<file path="src/rtl/conv_weight_loader.sv">
// Parameter-load sequencer for one conv layer: streams 16-bit words onto the
// shared weight write bus at consecutive addresses and gates layer_en on completion.
module conv_weight_loader #(
    parameter int ADDR_WIDTH     = 32,
    parameter int COUNT_WIDTH    = 24,
    parameter int TIMEOUT_CYCLES = 4096
) (
    input  logic                   clk,
    input  logic                   rst,
    input  logic                   start,
    input  logic                   abort,
    input  logic [ADDR_WIDTH-1:0]  cfg_base_addr,
    input  logic [COUNT_WIDTH-1:0] cfg_count,
    input  logic [15:0]            s_data,
    input  logic                   s_valid,
    output logic                   s_ready,
    output logic [15:0]            weight_wr_data,
    output logic [ADDR_WIDTH-1:0]  weight_wr_addr,
    output logic                   weight_wr_en,
    output logic                   busy,
    output logic                   done,
    output logic                   err,
    output logic                   layer_en
);

    localparam int STALL_W = (TIMEOUT_CYCLES > 1) ? $clog2(TIMEOUT_CYCLES) : 1;
    localparam logic [STALL_W-1:0] STALL_LAST =
        STALL_W'((TIMEOUT_CYCLES > 0) ? TIMEOUT_CYCLES - 1 : 0);
    localparam bit TIMEOUT_EN = (TIMEOUT_CYCLES != 0);

    typedef enum logic [1:0] {IDLE, LOAD, DONE, ERR} state_t;

    state_t                 state_q, state_d;
    logic [ADDR_WIDTH-1:0]  base_q;
    logic [COUNT_WIDTH-1:0] count_q;
    logic [COUNT_WIDTH-1:0] idx_q;
    logic [STALL_W-1:0]     stall_q;
    logic                   s_ready_q;
    logic                   wr_en_q;
    logic [15:0]            wr_data_q;
    logic [ADDR_WIDTH-1:0]  wr_addr_q;
    logic                   done_q;
    logic                   err_q;
    logic                   layer_en_q;

    logic start_load;
    logic accept;
    logic last_beat;
    logic timeout_hit;

    // s_ready_q is only ever high while in LOAD, so it alone qualifies a beat.
    assign accept      = s_valid && s_ready_q;
    assign last_beat   = (idx_q == count_q - COUNT_WIDTH'(1));
    assign timeout_hit = TIMEOUT_EN && (stall_q == STALL_LAST);

    always_ff @(posedge clk) begin
        if (rst) begin
            state_q <= IDLE;
        end else begin
            state_q <= state_d;
        end
    end

    always_comb begin
        state_d    = state_q;
        start_load = 1'b0;
        case (state_q)
            IDLE, ERR: begin
                if (abort) begin
                    state_d = IDLE;
                end else if (start) begin
                    start_load = 1'b1;
                    state_d    = (cfg_count == '0) ? DONE : LOAD;
                end
            end
            LOAD: begin
                if (abort) begin
                    state_d = IDLE;
                end else if (accept && last_beat) begin
                    state_d = DONE;
                end else if (!accept && timeout_hit) begin
                    state_d = ERR;
                end
            end
            DONE:    state_d = IDLE;
            default: state_d = IDLE;
        endcase
    end

    always_ff @(posedge clk) begin
        if (rst) begin
            base_q     <= '0;
            count_q    <= '0;
            idx_q      <= '0;
            stall_q    <= '0;
            s_ready_q  <= 1'b0;
            wr_en_q    <= 1'b0;
            wr_data_q  <= '0;
            wr_addr_q  <= '0;
            done_q     <= 1'b0;
            err_q      <= 1'b0;
            layer_en_q <= 1'b0;
        end else begin
            // Flags follow the next state so they line up with the state they describe.
            s_ready_q <= (state_d == LOAD);
            done_q    <= (state_d == DONE);
            err_q     <= (state_d == ERR);

            if (state_d == DONE) begin
                layer_en_q <= 1'b1;
            end else if (start_load || abort) begin
                layer_en_q <= 1'b0;
            end

            if (start_load) begin
                base_q  <= cfg_base_addr;
                count_q <= cfg_count;
                idx_q   <= '0;
            end else if (accept) begin
                idx_q <= idx_q + COUNT_WIDTH'(1);
            end

            if (start_load || accept) begin
                stall_q <= '0;
            end else if (state_q == LOAD && TIMEOUT_EN) begin
                stall_q <= stall_q + STALL_W'(1);
            end

            // Independent of abort so a beat accepted alongside abort still lands.
            if (accept) begin
                wr_en_q   <= 1'b1;
                wr_data_q <= s_data;
                wr_addr_q <= base_q + ADDR_WIDTH'(idx_q);
            end else begin
                wr_en_q <= 1'b0;
            end
        end
    end

    assign s_ready        = s_ready_q;
    assign weight_wr_en   = wr_en_q;
    assign weight_wr_data = wr_data_q;
    assign weight_wr_addr = wr_addr_q;
    assign busy           = (state_q == LOAD);
    assign done           = done_q;
    assign err            = err_q;
    assign layer_en       = layer_en_q;

endmodule

</file>
<file path="config.mk">
export PLATFORM = sky130hd
export DESIGN_NAME = conv_weight_loader
export DESIGN_NICKNAME = d
export VERILOG_FILES = /design/src/rtl/conv_weight_loader.sv
export SDC_FILE = /design/constraint.sdc
export NUM_CORES = 1
export LEC_CHECK = 0
export CORE_UTILIZATION = 55
export DETAILED_ROUTE_END_ITERATION = 16
export PLACE_DENSITY = 0.86
export SYNTH_ARGS = -nofsm -noshare
export SYNTH_HDL_FRONTEND = slang
export SYNTH_SLANG_ARGS = --single-unit
</file>
<file path="constraint.sdc">
create_clock -name clk -period 8.8 [get_ports clk]
set_clock_uncertainty 0.2 [all_clocks]
set_input_delay 1.76 -clock clk [delete_from_list [all_inputs] [get_ports clk]]
set_output_delay 1.76 -clock clk [all_outputs]
set_load 0.005 [all_outputs]
</file>
==> results.tsv, run 1 <==
metric	value	unit
asr flop ratio synth	0	
min-delay worst type	flop to flop	
Worst Path Arrival	4.18	ns
Crit path depth	8	
leak pwr	3.66	nW
Clock Tree Buf Depth	2	
CP endpoint kind	flop	
Reg2Reg Depth	11	
Die Area	0.0144	sq mm
WS Path Type	input pin to flop	
Worst setup startpoint	s_valid	
reg-to-reg startpoint	idx_q[0]	
final net count	1178	
HPWL Detailed	13300	um
ranking of synthesized cells by area	dfxtp_1, nand2_1, a21oi_1	
fin crit share	0.465	
area fraction of the dominant cell type after synthesis	0.384	
io pins	131	
CTS sink cnt	147	
Max Fanout on Critical Path	54	
first-pass GRT wire length	31800	um
Die W	120	um
PwrDens	176	mW/mm^2
Pre-Repair DR Iteration Count	4	
gr usage total	0.273	
Fin Hold WS	0.252	ns
Die Ht	120	um
largest net degree at the start of global routing	74	
vias per inst	5.77	
Pins Over Slew Limit	0	
CTS tree	built	
Critical path buffers and inverters	2	
CP peak stage delay	0.54	ns
Max-Slew Margin vs Limit	0.311	
total number of vias	7271	
Port Buf Inserts	130	
maximum VDD drop	0.126	mV
r2r setup slk	4.75	ns
placed cell areas	0.00902	sq mm
RSZ-0062 raised after global routing	no	
Initial Util	0.572	
# setup viols final	0	
Least-Margin Pin Slew	1.03	ns
Worst path slowest cell	nor2b_1	
Worst Setup EP	idx_q[17]	
Startpoint Class	input pin	
crit path time final	4.09	ns
Post-CTS Hold Buffers	0	
top_reg_cell synth	dfxtp_1	
share of cells above drive strength 1	0.0581	
Seq/Total Area, Yosys	0.384	
run status	finished clean	
Critical Path RT	8.89	ns
Pwr Total	1.71	mW
Post-CTS Setup Repair Bufs	0	
Yosys reg bits	147	
syn avg cell area	7.94	sq um
ANT cells	0	
Post-synth EDFFs	0	
CORE AREA	0.0134	sq mm
number of routed nets with antenna violations	0	
initial antenna violation count	0	
max-cap violation count	0	
# DRC	0	
Synth warnings	0	
DR iter-0 viols	529	
root buffer cell	clkbuf_16	
worst reg2reg path endpoint	weight_wr_addr[26]	
post-synthesis cell area	0.00766	sq mm
cells after synthesis	964	
WL/cell	15.4	um
routability cong.	0.889	
synthesis-to-layout area growth	26.8	%
fmax	0.244	GHz
syn nets	1070	
final std cell area, no fill	0.00971	sq mm
Reg clk slew, reported paths	0.06	ns
largest area contributor in the netlist	dfxtp_1	
post-synth cell types	68	
vias in the first global route	6768	
setup TNS	0	ns
Cell Rows	42	
cell chain of the critical path	clkdlybuf4s50_1, and2_2, buf_4, and4_1, nor2b_1, nand4_1, xor2_1, nor2_1	
total gr overflow	0	
post-cts resize count	0	
commonest non-fill, non-tap cell in the layout	nand2_1	
TritonCTS Buffers	17	
H-tree depth	4	
Final Hold Vio Count	0	
clk_lat worst skew	0.43	ns
most frequent cells in the layout	nand2_1, dfxtp_1, clkdlybuf4s50_1	
critical path's top delay family	simple AND/OR/NAND/NOR gates	
final WL	19400	um
per-stage QoR:
| step | util | worst slack, ns | std cells |
|---|---|---|---|
| after global routing | 0.724 | 4.45 | 1261 |
| after global placement | 0.673 | 4.35 | 1229 |
| after CTS | 0.724 | 4.73 | 1261 |
| final | 0.724 | 4.71 | 1261 |
| after detailed placement | 0.673 | 4.31 | 1229 |
| after floorplan | - | 5.33 | 964 |
power by group:
group	switching [mW]	leakage, nW	internal, mW	total [mW]
clock network	0.274	0.340	0.560	0.834
logic	0.0895	2.13	0.0852	0.175
registers	0.0167	1.19	0.683	0.700
total	0.381	3.66	1.33	1.71
worst reg2reg max path, cell delays in order, from the launching register on:
cell	delay (ns)
dfxtp_1	0.44
ha_1	0.27
inv_1	0.08
fa_1	0.39
nor2b_1	0.24
o31ai_1	0.15
a21oi_1	0.30
o21ai_0	0.24
a311oi_1	0.45
a211oi_1	0.31
or4_1	0.57
a311oi_1	0.31
per-layer routing:
layer  up-vias  GRT usage  wire length (um)
met5         -          0                 0
met4         0     0.0813               243
met3        27     0.0613              1080
met2       216      0.472              9540
met1      3417      0.337              8580
li1       3611          -                 -
state kept, by name (all words and copies together), names as in the netlist:
name,flops
base_q,32
count_q,24
done,1
err,1
idx_q,24
layer_en,1
s_ready,1
stall_q,12
state_q,2
weight_wr_addr,32
weight_wr_data,16
weight_wr_en,1
kinds of logic (layout without fill, tap and decap cells):
kind of cell,after synthesis,count (layout),synth area share
xor gates and xnor gates,67,67,0.0766
buffers and inverters,63,184,0.0335
AOI/OAI and AO/OA,222,222,0.178
and+or+nand+nor,432,432,0.274
muxes,4,4,0.00523
DFF,147,147,0.384
adders and majority gates,29,29,0.0484
synthesized netlist by cell type (10+ instances only):
| library cell | n |
|---|---|
| o31ai_1 | 10 |
| clkbuf_1 | 39 |
| a21oi_1 | 107 |
| nor2_1 | 68 |
| nor2b_1 | 10 |
| o21ai_0 | 31 |
| or3_1 | 13 |
| inv_1 | 18 |
| nand3_1 | 23 |
| dfxtp_1 | 147 |
| a211oi_1 | 13 |
| and3_1 | 12 |
| xnor2_1 | 31 |
| nand3b_1 | 14 |
| ha_1 | 28 |
| nor4_1 | 12 |
| nand4_1 | 13 |
| nand2_1 | 197 |
| xor2_1 | 36 |
| nor3_1 | 15 |
layout make-up:
| type | count | area, sq um |
|---|---|---|
| sequential | 147 | 2940 |
| multi-input combinational | 754 | 4460 |
| timing repair buffer | 134 | 1330 |
| clock buffer | 22 | 484 |
| inverter | 18 | 67.6 |
| clock inverter | 10 | 200 |
| fill | 1021 | 3690 |
| tap | 176 | 220 |
worst min-delay path by stage:
stage	start	to	slack, ns	depth (start not counted)
floorplan	base_q[31]	base_q[31]	0.24	2
global placement	weight_wr_addr[10]	weight_wr_addr[10]	0.24	2
detailed placement	weight_wr_addr[15]	weight_wr_addr[15]	0.25	2
CTS	weight_wr_addr[15]	weight_wr_addr[15]	0.25	2
global route	weight_wr_data[7]	weight_wr_data[7]	0.28	2
finish	weight_wr_addr[15]	weight_wr_addr[15]	0.25	2
Note: power is estimated with default switching activity, not from simulation.
==> run 2: changes to the inputs <==
- CORE_UTILIZATION: 55 -> 48
- PLACE_DENSITY: 0.86 -> 0.8
- clock period: 8.8 -> 3.6 ns (I/O delays scaled with it)
==> run 2 against run 1 <==
Total power is 130% higher; critical path depth increased by 2; combinational power grew to 2.5 times the previous value; register-to-register slack worse by 4.5 ns; cell count is 4.1% higher; sequential power is 140% higher; cell area is 1.4% higher; die area rose by 14%; global-route usage down 2.5 points; critical endpoint is now layer_en; highest routed layer unchanged.
==> results.tsv, run 2 (same netlist as run 1, synthesis figures left out) <==
metric	value	unit	change
Post-CTS Hold Buffers	0		unchanged
number of routed nets with antenna violations	0		unchanged
most frequent cells in the layout	nand2_1, dfxtp_1, clkdlybuf4s50_1		
Worst Path Arrival	3.55	ns	-0.63 ns
routing usage on met3	0.0426		-0.0187
vias in the first global route	6795		+0.40%
r2r setup slk	0.21	ns	-4.54 ns
# setup viols final	0		unchanged
reg-to-reg startpoint	count_q[0]		
busiest grt layer	met2		
maximum VDD drop	0.348	mV	+180%
Max-Slew Margin vs Limit	0.515		+0.204
run status	finished clean		
CTS sink cnt	147		unchanged
worst reg2reg path endpoint	layer_en		
largest net degree at the start of global routing	59		-20%
initial antenna violation count	0		unchanged
Least-Margin Pin Slew	0.720	ns	-0.314 ns
Die Ht	128	um	+6.9%
CP endpoint kind	flop		
area of the multi-input gates	0.00449	sq mm	+0.53%
WL/cell	15.1	um	-1.9%
GRT met2 Usage	0.424		-0.0488
Logic pwr share	0.112		+0.010
synthesis-to-layout area growth	28.5	%	
crit path time final	3.39	ns	
FF+latch area	0.00294	sq mm	unchanged
first-pass GRT wire length	32400	um	+2.0%
total number of vias	7309		+0.52%
share of cells above drive strength 1	0.0762		+0.0182
final WL	19900	um	+2.2%
fmax	0.295	GHz	
DR iter-0 viols	478		-9.6%
clk_lat worst skew	0.43	ns	about the same
Reg2Reg Depth	10		-1
Int Pwr	3.05	mW	+130%
vias per inst	5.57		-3.5%
H-tree depth	4		unchanged
CTS tree	built		
Die W	128	um	+6.9%
fill count	1299		+27%
Max Fanout on Critical Path	6		-89%
leak pwr	3.72	nW	+1.4%
Clock Tree Buf Depth	2		unchanged
TritonCTS Buffers	17		unchanged
Die Area	0.0165	sq mm	+14%
io pins	131		unchanged
Critical Path RT	3.76	ns	-5.13 ns
Initial Util	0.498		-0.0733
Psw	0.932	mW	+140%
sequential power share	0.429		+0.020
max-cap violation count	0		unchanged
Startpoint Class	flop		
Pins Over Slew Limit	0		unchanged
min-delay worst type	flop to flop		
total gr overflow	0		unchanged
met1 global-route usage	0.318		-0.0195
post-layout util	0.640		-0.0843
Reg clk slew, reported paths	0.06	ns	about the same
Final Hold Vio Count	0		unchanged
# DRC	0		unchanged
root buffer cell	clkbuf_16		
PwrDens	405	mW/mm^2	+130%
gr usage total	0.249		-0.0246
WS Path Type	flop to flop		
HPWL Detailed	14100	um	+6.3%
clock power share	0.460		-0.028
Cell Rows	45		+7.1%
fin crit share	0.941		
Worst Setup EP	layer_en		
CORE AREA	0.0154	sq mm	+15%
Fin Hold WS	0.251	ns	-0.000236 ns
Worst setup startpoint	count_q[0]		
ANT cells	0		unchanged
commonest non-fill, non-tap cell in the layout	nand2_1		
final net count	1197		+1.6%
Sw Ratio	0.234		+0.0109
Pre-Repair DR Iteration Count	5		+1
routability cong.	0.894		+0.51%
Port Buf Inserts	130		unchanged
==> run 2: worst max-delay path: stages, from the launching register on <==
cell      delay (ns)
dfxtp_1         0.36
inv_1           0.07
ha_1            0.22
or4b_1          0.52
or4_4           0.58
or3_1           0.37
nand3_2         0.09
a32oi_2         0.12
nor4_4          0.38
nor3b_2         0.27
nand3b_1        0.14
==> run 2: metal layers <==
metal,up-vias,wire length (um)
li1,3636,-
met1,3442,8970
met2,202,9560
met3,29,993
met4,0,348
met5,-,0
==> run 2: area by class of cell <==
| class | instances | area share |
|---|---|---|
| Clock buffer | 20 | 0.0454 |
| Clock inverter | 10 | 0.0161 |
| Inverter | 18 | 0.00687 |
| Multi-Input combinational cell | 754 | 0.456 |
| Sequential cell | 147 | 0.299 |
| Tap cell | 211 | 0.0268 |
| Timing Repair Buffer | 153 | 0.150 |
==> run 2: power groups by stage <==
stage	clock network [mW]	registers [mW]	logic (mW)
floorplan	0	1.73	0.261
global placement	0	1.74	0.431
detailed placement	0	1.74	0.437
CTS	1.85	1.71	0.443
global route	1.93	1.71	0.490
finish	1.83	1.71	0.445
==> run 2: metrics by stage <==
| stage | area, sq um | setup WS [ns] | TNS, ns | instances | power, mW |
|---|---|---|---|---|---|
| 2_1_floorplan | 7660 | 0.366 | 0 | 964 | 1.99 |
| 3_3_place_gp | 9200 | 0.179 | 0 | 1282 | 2.17 |
| 3_5_place_dp | 9200 | 0.0566 | 0 | 1282 | 2.18 |
| 4_1_cts | 9810 | 0.0319 | 0 | 1312 | 4.01 |
| 5_1_grt | 9840 | -0.0452 | -0.0922 | 1313 | 4.13 |
| 6_report | 9840 | 0.214 | 0 | 1313 | 3.99 |
==> run 2: what timing repair did <==
item                                    4_1_cts  5_1_grt
resized for setup                             0        7
buffers inserted                              0        1
endpoints found under the setup margin        0        7
==> run 2: worst min-delay path by stage <==
| stage | startpoint | to | cells past startpoint |
|---|---|---|---|
| floorplan | base_q[31] | base_q[31] | 2 |
| CTS | weight_wr_addr[16] | weight_wr_addr[16] | 2 |
| global placement | weight_wr_addr[15] | weight_wr_addr[15] | 2 |
| detailed placement | weight_wr_addr[16] | weight_wr_addr[16] | 2 |
| finish | weight_wr_data[13] | weight_wr_data[13] | 2 |
| global route | weight_wr_data[6] | weight_wr_data[6] | 2 |
==> run 3: changes to the inputs <==
- REMOVE_ABC_BUFFERS: unset -> 1
==> run 3 against run 2 <==
Wire length shrank 3.8%; clock-buffer cell count shrank 1; flip-flop and latch count is the same; critical path depth grew 1; sequential share of layout area is essentially flat; clock power is essentially flat; maximum frequency shrank 2.0%; non-clock buffer count shrank 8; highest routed layer unchanged.
==> results.tsv, run 3 (same netlist as run 1, synthesis figures left out) <==
metric	value	unit	change
gr usage total	0.235		-0.0142
reg-to-reg startpoint	count_q[0]		
ANT cells	0		unchanged
Reg2Reg Depth	11		+1
WHS Path Cells	2		unchanged
metal2 WL	8910	um	-6.8%
Die Area	0.0165	sq mm	unchanged
PwrDens	406	mW/mm^2	+0.23%
Startpoint Class	flop		
final std cell area, no fill	0.00983	sq mm	about the same
Max Fanout on Critical Path	7		+1
root buffer cell	clkbuf_16		
first-pass GRT wire length	30800	um	-5.0%
H-tree depth	4		unchanged
total number of vias	7163		-2.0%
r2r setup slk	0.14	ns	-0.07 ns
CTS tree	built		
post-layout util	0.640		about the same
fin crit share	0.960		+0.0196
Max-Slew Margin vs Limit	0.461		-0.0541
largest net degree at the start of global routing	59		unchanged
Final Hold Vio Count	0		unchanged
commonest non-fill, non-tap cell in the layout	nand2_1		
run status	finished clean		
worst reg2reg path endpoint	layer_en		
placed cell areas	0.00915	sq mm	-0.57%
number of routed nets with antenna violations	0		unchanged
WS Path Type	flop to flop		
vias in the first global route	6640		-2.3%
Cell Rows	45		unchanged
CORE AREA	0.0154	sq mm	unchanged
total gr overflow	0		unchanged
CTS sink cnt	147		unchanged
most frequent cells in the layout	nand2_1, dfxtp_1, clkdlybuf4s50_1		
io pins	131		unchanged
post-placement cell count	1275		-0.55%
leak pwr	3.70	nW	-0.55%
Pre-Repair DR Iteration Count	5		unchanged
max-cap violation count	0		unchanged
Pins Over Slew Limit	0		unchanged
fmax	0.289	GHz	-2.0%
setup TNS	0	ns	unchanged
Initial Util	0.498		unchanged
fin worst setup slack	0.143	ns	-0.0706 ns
hold endpoint	weight_wr_addr[4]		
DR iter-0 viols	458		-4.2%
Post-CTS Setup Repair Bufs	0		unchanged
final net count	1189		-0.67%
vias per inst	5.49		-1.4%
Port Buf Inserts	130		unchanged
DR top layer	met4		
maximum VDD drop	0.327	mV	-6.1%
routability cong.	0.886		-0.82%
HPWL Detailed	13600	um	-3.9%
initial antenna violation count	0		unchanged
crit path time final	3.46	ns	+0.0706 ns
share of cells above drive strength 1	0.0777		+0.00147
CP endpoint kind	flop		
# setup viols final	0		unchanged
# DRC	0		unchanged
clk_lat worst skew	0.42	ns	about the same
pre-CTS setup slack	0.103	ns	+0.0464 ns
TritonCTS Buffers	17		unchanged
hold path start	weight_wr_addr[4]		
min-delay worst type	flop to flop		
wl on met1	8670	um	-3.3%
Least-Margin Pin Slew	0.808	ns	+0.0887 ns
WL/cell	14.6	um	-3.2%
Die Ht	128	um	unchanged
Reg clk slew, reported paths	0.06	ns	about the same
met3 routed WL	1080	um	+8.3%
final WL	19100	um	-3.8%
Critical Path RT	3.76	ns	about the same
Post-Layout Cell Count	1305		-0.61%
Die W	128	um	unchanged
synthesis-to-layout area growth	28.4	%	about the same
Clock Tree Buf Depth	2		unchanged
Worst Path Arrival	3.62	ns	+0.07 ns
run 3: changes by cell type in the layout (fill, tap and decap cells not counted), sizes merged:
cell,change
clkinv,+1
buf,-8
clkbuf,-1
run 3: repair_timing:
item,4_1_cts,5_1_grt
endpoints found under the setup margin,0,9
hold buffers,0,0
resized for setup,0,15
run 3: worst max-delay path by stage:
stage                               to  startpoint
floorplan                   stall_q[0]       abort
global placement    weight_wr_addr[28]   base_q[0]
detailed placement  weight_wr_addr[30]   base_q[0]
CTS                 weight_wr_addr[30]   base_q[0]
global route                  layer_en  count_q[0]
finish                        layer_en  count_q[0]
run 3: metal layers:
layer,up-vias,global-route usage
met4,0,0.0976
met5,-,0
met3,31,0.0526
met1,3294,0.293
met2,212,0.391
li1,3626,-
run 3: report_power, final:
part,switching (mW),internal (mW)
Combinational,0.224,0.222
Clock,0.658,1.18
Sequential,0.0392,1.67
run 3: metrics by stage:
step / power (mW) / hold slack [ns]
global route: 4.14 / 0.274
CTS: 4.01 / 0.252
floorplan: 1.97 / 0.230
finish: 3.99 / 0.248
global placement: 2.16 / 0.241
detailed placement: 2.17 / 0.246
run 3: final cells by class:
type / instances / area (sq um)
timing repair buffer: 145 / 1410
sequential: 147 / 2940
inverter: 18 / 67.6
multi-input combinational: 754 / 4530
fill: 1358 / 5540
clock buffer: 19 / 453
clock inverter: 11 / 160
tap: 211 / 264
run 3: critical path: stages, from the launching register on:
cell	delay (ns)
dfxtp_1	0.36
inv_1	0.08
ha_2	0.21
or4b_4	0.48
buf_4	0.19
nor3_2	0.20
or4bb_1	0.44
a211oi_2	0.22
o2111ai_2	0.17
nor4_4	0.46
nor3b_4	0.28
nand3b_1	0.13
